<file path="src/rtl/seq_det_pkg.sv">
// Shared constants and context type for the multiplexed serial pattern detector.
package seq_det_pkg;

  localparam int NCH = 4;
  localparam int PAT_LEN = 5;
  localparam logic [PAT_LEN-1:0] PATTERN = 5'b10110;
  localparam int CH_W = $clog2(NCH);

  typedef struct packed {
    logic [PAT_LEN-1:0] hist;
    logic [3:0]         fill;
  } ctx_t;

endpackage

</file>
<file path="src/rtl/seq_det_engine.sv">
// Combinational next-context / match function shared by all channels.
// SEQ_ARB_OVERLAP_EN selects overlapping detection; otherwise a match wipes the context.
module seq_det_engine
  import seq_det_pkg::*;
#(
  parameter logic [PAT_LEN-1:0] PAT = PATTERN
) (
  input  ctx_t ctx_i,
  input  logic bit_i,
  output ctx_t ctx_o,
  output logic match_o
);

  ctx_t nxt;

  always_comb begin
    nxt.hist = {ctx_i.hist[PAT_LEN-2:0], bit_i};
    nxt.fill = (ctx_i.fill >= 4'(PAT_LEN)) ? 4'(PAT_LEN) : ctx_i.fill + 4'd1;
    match_o  = (nxt.hist == PAT) && (nxt.fill == 4'(PAT_LEN));
    ctx_o    = nxt;
`ifndef SEQ_ARB_OVERLAP_EN
    if (match_o) ctx_o = '0;
`endif
  end

endmodule

</file>
<file path="src/rtl/seq_det_arbiter.sv">
// Round-robin arbiter feeding one shared pattern engine from NCH bit-serial channels.
// Detection mode follows SEQ_ARB_OVERLAP_EN (see seq_det_engine).
module seq_det_arbiter #(
  parameter int NCH = seq_det_pkg::NCH,
  parameter logic [seq_det_pkg::PAT_LEN-1:0] PATTERN = seq_det_pkg::PATTERN
) (
  input  logic                   clk,
  input  logic                   reset,
  input  logic [NCH-1:0]         req_valid,
  input  logic [NCH-1:0]         req_bit,
  output logic [NCH-1:0]         req_ready,
  input  logic [NCH-1:0]         ch_clear,
  output logic                   match_valid,
  output logic [$clog2(NCH)-1:0] match_ch,
  output logic [7:0]             match_cnt
);
  import seq_det_pkg::*;

  localparam int CW = $clog2(NCH);

  logic [CW-1:0]  ptr_q, ptr_d, gnt_idx;
  logic [CW-1:0]  match_ch_q, match_ch_d;
  logic           match_valid_q, match_valid_d;
  logic [7:0]     match_cnt_q, match_cnt_d;
  logic           gnt_any, xfer;
  logic [NCH-1:0] eligible;
  ctx_t           ctx_q [NCH];
  ctx_t           ctx_d [NCH];
  ctx_t           eng_out;
  logic           eng_match;

  // Clear wins over a request on the same channel, so it is simply ineligible.
  always_comb begin
    eligible  = req_valid & ~ch_clear;
    gnt_any   = 1'b0;
    gnt_idx   = '0;
    req_ready = '0;
    for (int k = 0; k < NCH; k++) begin
      if (!gnt_any && eligible[(int'(ptr_q) + k) % NCH]) begin
        gnt_any = 1'b1;
        gnt_idx = CW'((int'(ptr_q) + k) % NCH);
      end
    end
    if (gnt_any && !reset) req_ready[gnt_idx] = 1'b1;
  end

  assign xfer = gnt_any && !reset;

  seq_det_engine #(.PAT(PATTERN)) u_engine (
    .ctx_i   (ctx_q[gnt_idx]),
    .bit_i   (req_bit[gnt_idx]),
    .ctx_o   (eng_out),
    .match_o (eng_match)
  );

  always_comb begin
    for (int i = 0; i < NCH; i++) ctx_d[i] = ch_clear[i] ? '0 : ctx_q[i];
    ptr_d         = ptr_q;
    match_valid_d = 1'b0;
    match_ch_d    = match_ch_q;
    match_cnt_d   = match_cnt_q;
    if (xfer) begin
      ctx_d[gnt_idx] = eng_out;
      ptr_d          = (int'(gnt_idx) == NCH - 1) ? '0 : gnt_idx + 1'b1;
      if (eng_match) begin
        match_valid_d = 1'b1;
        match_ch_d    = gnt_idx;
        if (match_cnt_q != 8'hFF) match_cnt_d = match_cnt_q + 8'd1;
      end
    end
  end

  always_ff @(posedge clk) begin
    if (reset) begin
      ptr_q         <= '0;
      match_valid_q <= 1'b0;
      match_ch_q    <= '0;
      match_cnt_q   <= '0;
      for (int i = 0; i < NCH; i++) ctx_q[i] <= '0;
    end else begin
      ptr_q         <= ptr_d;
      match_valid_q <= match_valid_d;
      match_ch_q    <= match_ch_d;
      match_cnt_q   <= match_cnt_d;
      for (int i = 0; i < NCH; i++) ctx_q[i] <= ctx_d[i];
    end
  end

  assign match_valid = match_valid_q;
  assign match_ch    = match_ch_q;
  assign match_cnt   = match_cnt_q;

endmodule

</file>
<file path="config.mk">
export PLATFORM = sky130hd
export DESIGN_NAME = seq_det_arbiter
export DESIGN_NICKNAME = d
export VERILOG_FILES = /design/src/rtl/seq_det_pkg.sv /design/src/rtl/seq_det_engine.sv /design/src/rtl/seq_det_arbiter.sv
export SDC_FILE = /design/constraint.sdc
export NUM_CORES = 1
export LEC_CHECK = 0
export BUFFER_PORTS_ARGS = -buffer_cell sky130_fd_sc_hd__buf_4
export CORE_UTILIZATION = 53
export CTS_BUF_LIST = sky130_fd_sc_hd__clkbuf_8 sky130_fd_sc_hd__clkbuf_16
export DETAILED_ROUTE_END_ITERATION = 10
export PLACE_DENSITY = 0.88
export SKIP_LAST_GASP = 1
export SYNTH_ARGS = -nofsm -noshare
export SYNTH_HDL_FRONTEND = slang
export SYNTH_HIERARCHICAL = 1
export SYNTH_SLANG_ARGS = --single-unit
</file>
<file path="constraint.sdc">
create_clock -name clk -period 3.9 [get_ports clk]
set_clock_uncertainty 0.2 [all_clocks]
set_input_delay 0.585 -clock clk [delete_from_list [all_inputs] [get_ports clk]]
set_output_delay 0.585 -clock clk [all_outputs]
set_load 0.02 [all_outputs]
</file>
Word level (Yosys, flattened, before mapping)
Memory sizes are Yosys's and may differ from the RTL's.
Cells that the tools add are included.
{"block": "word_totals", "ff_bits": 13, "ram_bits": 36, "input_bits": 14, "elab_cells": 95, "mem_count": 1}
{"block": "op_classes", "addsub": 6, "magnitude_cmp": 9, "eq_ne": 4, "mux": 43, "n_bitwise": 11, "n_reduce_logical": 17}
{"memory": "ctx_q", "words": 4, "width": 9, "rd": 5, "rd_ports_with_merged_regs": 0, "wr": 4, "line_no": "seq_det_arbiter.sv:27", "rtl": "ctx_t ctx_q [NCH];"}
{"operator": "9-bit 2-to-1 mux", "count": 10}
{"operator": "36-bit bitwise mux", "count": 1}
{"operator": "36-bit 2-to-1 mux", "count": 1}
{"operator": "9-bit demux with 2-bit select", "count": 1}
{"operator": "1-bit 2-to-1 mux", "count": 17}
{"operator": "3-bit by 4-bit < comparator with 1-bit output, second input constant", "count": 3}
{"operator": "1-bit binary-select mux with 2-bit select", "count": 5}
{"operator": "2-bit 2-to-1 mux", "count": 5}
{"operator": "8-bit by 1-bit adder with 8-bit output, second input constant", "count": 1}
{"operator": "4-bit 2-to-1 mux", "count": 2}
{"operator": "8-bit != test, second input constant", "count": 1}
{"operator": "2-bit OR reduction", "count": 4}
{"operator": "1-bit logical AND", "count": 7}
{"operator": "2-bit by 3-bit < comparator with 1-bit output, second input constant", "count": 2}
{"operator": "5-bit equality test, second input constant", "count": 1}
{"operator": "2-bit by 1-bit adder with 2-bit output, second input constant", "count": 2}
{"operator": "2-bit adder, second input constant", "count": 2}
{"operator": "4-bit by 1-bit adder with 4-bit output, second input constant", "count": 1}
{"operator": "4-bit bitwise AND", "count": 1}
{"operator": "4-bit by 3-bit equality test with 1-bit output, second input constant", "count": 1}
{"operator": "4-bit by 3-bit greater-or-equal comparator with 1-bit output, second input constant", "count": 1}
{"operator": "1-bit zero test", "count": 4}
{"operator": "4-bit inverter", "count": 1}
{"operator": "1-bit bitwise OR", "count": 4}
{"operator": "other kinds (10)", "count": 12}

Logic depth before layout (Yosys ltp)
An unclocked memory read counts as a cell.
{"block": "depth", "depth_word": 23, "mapped_depth": 19}

Hierarchy
Netlist, hierarchy kept.
{"module": "seq_det_arbiter", "instances": 1, "cells_each": 282, "area_per_inst_um2": 2373.5}
{"module": "seq_det_engine", "instances": 1, "cells_each": 25, "area_per_inst_um2": 187.7}

Least setup slack after synthesis
Ideal clock, no wire load.
{"block": "synth_path", "path_kind": "in2reg", "from": "in ch_clear[2]", "to": "reg match_cnt_q[6], in the netlist match_cnt[6]", "arrival_time_ps": 3899, "required_time_ps": 3572, "slack_ps": -326, "stages": 19, "path_buffers": 3, "path_cell_list": "clkbuf_2 -> or3b_1 -> o311a_1 -> or2_1 -> buf_6 -> inv_2 -> buf_4 -> nand2_1 -> a32oi_1 -> inv_1 -> ha_1 -> or2_1 -> o221ai_2 -> and2_2 -> inv_1 -> a41o_1 -> nor4_1 -> xnor2_1 -> nor2_1"}
{"block": "synth_via", "elab_chain_cells": 20}
{"item": "start, declared", "line_no": "seq_det_arbiter.sv:12", "rtl": "input logic [NCH-1:0] ch_clear,"}
{"item": "4-bit inverter *", "line_no": "seq_det_arbiter.sv:34", "rtl": "eligible = req_valid & ~ch_clear;"}
{"item": "4-bit bitwise AND *", "line_no": "seq_det_arbiter.sv:34"}
{"item": "1-bit binary-select mux with 2-bit select", "line_no": "seq_det_arbiter.sv:39", "rtl": "if (!gnt_any && eligible[(int'(ptr_q) + k) % NCH]) begin"}
{"item": "1-bit 2-to-1 mux (not written as such)", "line_no": "seq_det_arbiter.sv:39"}
{"item": "1-bit 2-to-1 mux", "line_no": "seq_det_arbiter.sv:39"}
{"item": "1-bit zero test", "line_no": "seq_det_arbiter.sv:39"}
{"item": "1-bit logical AND", "line_no": "seq_det_arbiter.sv:39"}
{"item": "1-bit 2-to-1 mux", "line_no": "seq_det_arbiter.sv:39"}
{"item": "[... 5 more ...]"}
{"item": "2-bit 2-to-1 mux *", "line_no": "seq_det_arbiter.sv:39"}
{"item": "memory 4 x 9 bit"}
{"item": "4-bit by 1-bit adder with 4-bit output / 4-bit by 3-bit greater-or-equal comparator with 1-bit output (equally long branches)", "line_no": "seq_det_engine.sv:18", "rtl": "nxt.fill = (ctx_i.fill >= 4'(PAT_LEN)) ? 4'(PAT_LEN) : ctx_i.fill + 4'd1;"}
{"item": "4-bit 2-to-1 mux", "line_no": "seq_det_engine.sv:18"}
{"item": "4-bit by 3-bit equality test with 1-bit output", "line_no": "seq_det_engine.sv:19", "rtl": "match_o = (nxt.hist == PAT) && (nxt.fill == 4'(PAT_LEN));"}
{"item": "1-bit logical AND *", "line_no": "seq_det_engine.sv:19"}
{"item": "via eng_match", "line_no": "seq_det_arbiter.sv:30", "rtl": "logic eng_match;"}
{"item": "3-bit AND reduction (no line) *"}
{"item": "end signal, assigned", "line_no": "seq_det_arbiter.sv:84", "rtl": "match_cnt_q <= match_cnt_d;"}
{"item": "end, declared", "line_no": "seq_det_arbiter.sv:24", "rtl": "logic [7:0] match_cnt_q, match_cnt_d;"}
Mark *: on every way through the listed nets, which the timed path passes. The rest lies on a longest branch. The select of a mux whose other input is x is not followed.
A chain may end at the register's enable or synchronous reset.

Worst setup path in the final report
Ends and elaborated chain as after synthesis.

==> results.rst <==
.. list-table::
   :header-rows: 1

   * - Metric
     - Value
   * - Vias in the first global route
     - about 2100
   * - Area added between synthesis and finish
     - 19.3%
   * - Full die area
     - approximately 0.0048 mm2
   * - Period utilisation layout
     - 0.934
   * - Maximum vdd drop
     - roughly 0.00023 V
   * - Max-cap violations
     - 0
   * - Required time of the worst setup path
     - about 3.9 ns
   * - Sink Count
     - 45
   * - Remaining routing DRC violations
     - 0
   * - Gr ovfl total
     - 0
   * - Unrepaired setup endpoints after global routing
     - false
   * - Worst Setup End Kind
     - flip-flop
   * - Critical path start-end classification
     - in2reg
   * - Final count of negative-setup-slack endpoints
     - 0
   * - Via density per instance
     - approximately 6
   * - Boundary pin count
     - 29
   * - Number of CTS-inserted buffers
     - 5
   * - Combined area of all synthesized cells
     - between 0.002 and 0.0025 mm2
   * - Fraction of final layout cells with drive strength greater than 1
     - 0.212
   * - Ys Warns
     - 6
   * - WP data arrival
     - 3.63 ns
   * - Wirelength per Cell
     - approximately 16 um
   * - TritonCTS clock tree
     - done
   * - H-tree depth
     - 2
   * - Final Hold Fails
     - 0
   * - Storage element area
     - ~900 um2
   * - # Post-CTS Setup Buffers
     - 0
   * - Cell area power density
     - between 300 and 400 mW/mm2
   * - Area of the multi-input gates
     - between 0.001 and 0.0015 mm2
   * - IO Port Bufs
     - 28
   * - Total track usage
     - 0.260
   * - Achievable clock frequency
     - between 200 and 300 MHz
   * - DRC violation total after the first TritonRoute iteration
     - 168
   * - Number of placement rows
     - 24
   * - Post-layout minimum cycle time
     - approximately 3.6 ns
   * - Max-slew headroom
     - 0.486
   * - Synthesized Nets
     - roughly 310
   * - Core Region
     - 0.00432 mm2
   * - Deepest clock path buffer count
     - 2
   * - Number of antenna violations at the first check in global routing
     - 0
   * - Effective utilization at floorplan
     - 0.551
   * - Placed cell count
     - 365
   * - Vertical die dimension
     - ~70 um
   * - Final estimated routing congestion in global placement
     - 0.938
   * - Internal reg-to-reg setup slack
     - about 0.28 ns
   * - Reg clk slew, reported paths
     - 0.09 ns
   * - Number of standard cells in the layout, taps in and fillers out
     - 373
   * - Critical Path Fanout Max
     - 8
   * - Fillers
     - between 300 and 400
   * - Worst-skew pair later-pin latency
     - about 0.3 ns
   * - # resized after CTS
     - 0
   * - Dpl cell area
     - between 0.002 and 0.003 mm2
   * - Min-delay worst type
     - reg2reg
   * - HPWL reported at the end of detailed placement
     - 4240 um
   * - Syn_area_per_cell
     - 8.31 um2
   * - Gate count of the mapped netlist
     - roughly 290
   * - Maximum number of pins on one net before global-route repair
     - 34
   * - Total leakage power
     - between 1 and 1.5 nW
   * - Status
     - complete, no violations
   * - Total count of max-transition violations in the final report
     - 0
   * - Cell chosen for the clock root
     - sky130_fd_sc_hd__clkbuf_8
   * - Worst Max-Slew Pin Slew
     - between 0.7 and 0.8 ns
   * - Design area
     - 0.00284 mm2
   * - Element type at the critical path start
     - input pin
   * - Antenna diode count
     - 0
   * - Post-route antenna net violation count
     - 0
   * - Detailed Route WL
     - 6030 um
   * - Number of detailed-routing iterations run before antenna repair
     - 5
   * - Wire length of the first global-routing pass
     - around 10000 um
   * - Total number of vias
     - between 2000 and 2500
   * - CTS Hold Bufs
     - 0
   * - Chip width
     - around 70 um
   * - Final #Nets
     - 339
[layer usage]
layer  up-vias  routed length, um  track usage
li1       1064                  -            -
met1      1073               2540        0.302
met2        72               3000        0.460
met3        20                309       0.0570
met4         0                181        0.109
met5         -                  0            0
[power by group]
part           internal, mW  switching [mW]  total [mW]
registers             0.475          0.0108       0.486
clock network         0.144           0.164       0.307
logic                 0.111           0.164       0.275
total                 0.730           0.339        1.07
[placed cells by master (no fill, tap or decap), types with 3 or more instances in the layout]
master and count:
sky130_fd_sc_hd__xnor2_1 7, sky130_fd_sc_hd__dfxtp_1 45, sky130_fd_sc_hd__a211oi_1 3, sky130_fd_sc_hd__mux2i_1 25, sky130_fd_sc_hd__a32oi_1 8, sky130_fd_sc_hd__nand2_2 3
sky130_fd_sc_hd__nor2_1 15, sky130_fd_sc_hd__nand2b_1 12, sky130_fd_sc_hd__ha_1 5, sky130_fd_sc_hd__o21ai_0 4, sky130_fd_sc_hd__nand3_1 12, sky130_fd_sc_hd__clkbuf_8 6
sky130_fd_sc_hd__nand3b_1 10, sky130_fd_sc_hd__nand2_1 53, sky130_fd_sc_hd__inv_1 10, sky130_fd_sc_hd__a21oi_1 18, sky130_fd_sc_hd__buf_4 43
[cell type report]
class,instances,area share
Multi-Input combinational cell,213,0.496
Sequential cell,45,0.317
Timing Repair Buffer,43,0.114
Clock buffer,6,0.0290
Tap cell,52,0.0229
Inverter,12,0.0167
Clock inverter,2,0.00484
[through the flow]
step	utilization	hold slack, ns	power [mW]	setup TNS [ns]	setup WS, ns
floorplan	-	0.235	0.686	-0.627	-0.141
global placement	0.635	0.244	0.752	0	0.0528
detailed placement	0.635	0.250	0.760	-0.133	-0.0496
CTS	0.658	0.262	1.07	0	0.265
global route	0.658	0.289	1.11	0	0.0712
finish	0.658	0.264	1.07	0	0.257
[critical path, stage by stage]
cell	delay (ns)
sky130_fd_sc_hd__buf_4	0.11
sky130_fd_sc_hd__or3b_1	0.37
sky130_fd_sc_hd__o311a_1	0.14
sky130_fd_sc_hd__or2_1	0.26
sky130_fd_sc_hd__inv_4	0.10
sky130_fd_sc_hd__nand2_1	0.06
sky130_fd_sc_hd__a32oi_1	0.23
sky130_fd_sc_hd__inv_1	0.09
sky130_fd_sc_hd__ha_1	0.30
sky130_fd_sc_hd__or2_1	0.25
sky130_fd_sc_hd__o221ai_2	0.16
sky130_fd_sc_hd__and2_4	0.18
sky130_fd_sc_hd__inv_2	0.03
sky130_fd_sc_hd__a41o_4	0.28
sky130_fd_sc_hd__nor4_2	0.29
sky130_fd_sc_hd__xnor2_1	0.15
sky130_fd_sc_hd__nor2_1	0.05
[final timing paths]
check | startpoint | to | cells past startpoint
min reg2reg | ctx_q[0][0] | ctx_q[0][0] | 2
min | ctx_q[0][0] | ctx_q[0][0] | 2
max | ch_clear[2] | match_cnt[6] | 17
max reg2reg | ptr_q[0] | match_cnt[6] | 16
[sequential cells by signal, summed over array words and instances, names as in the netlist]
signal / flops
ctx_q: 32
match_ch: 2
match_cnt: 8
match_valid: 1
ptr_q: 2
Power figures use the tool's default switching activity.
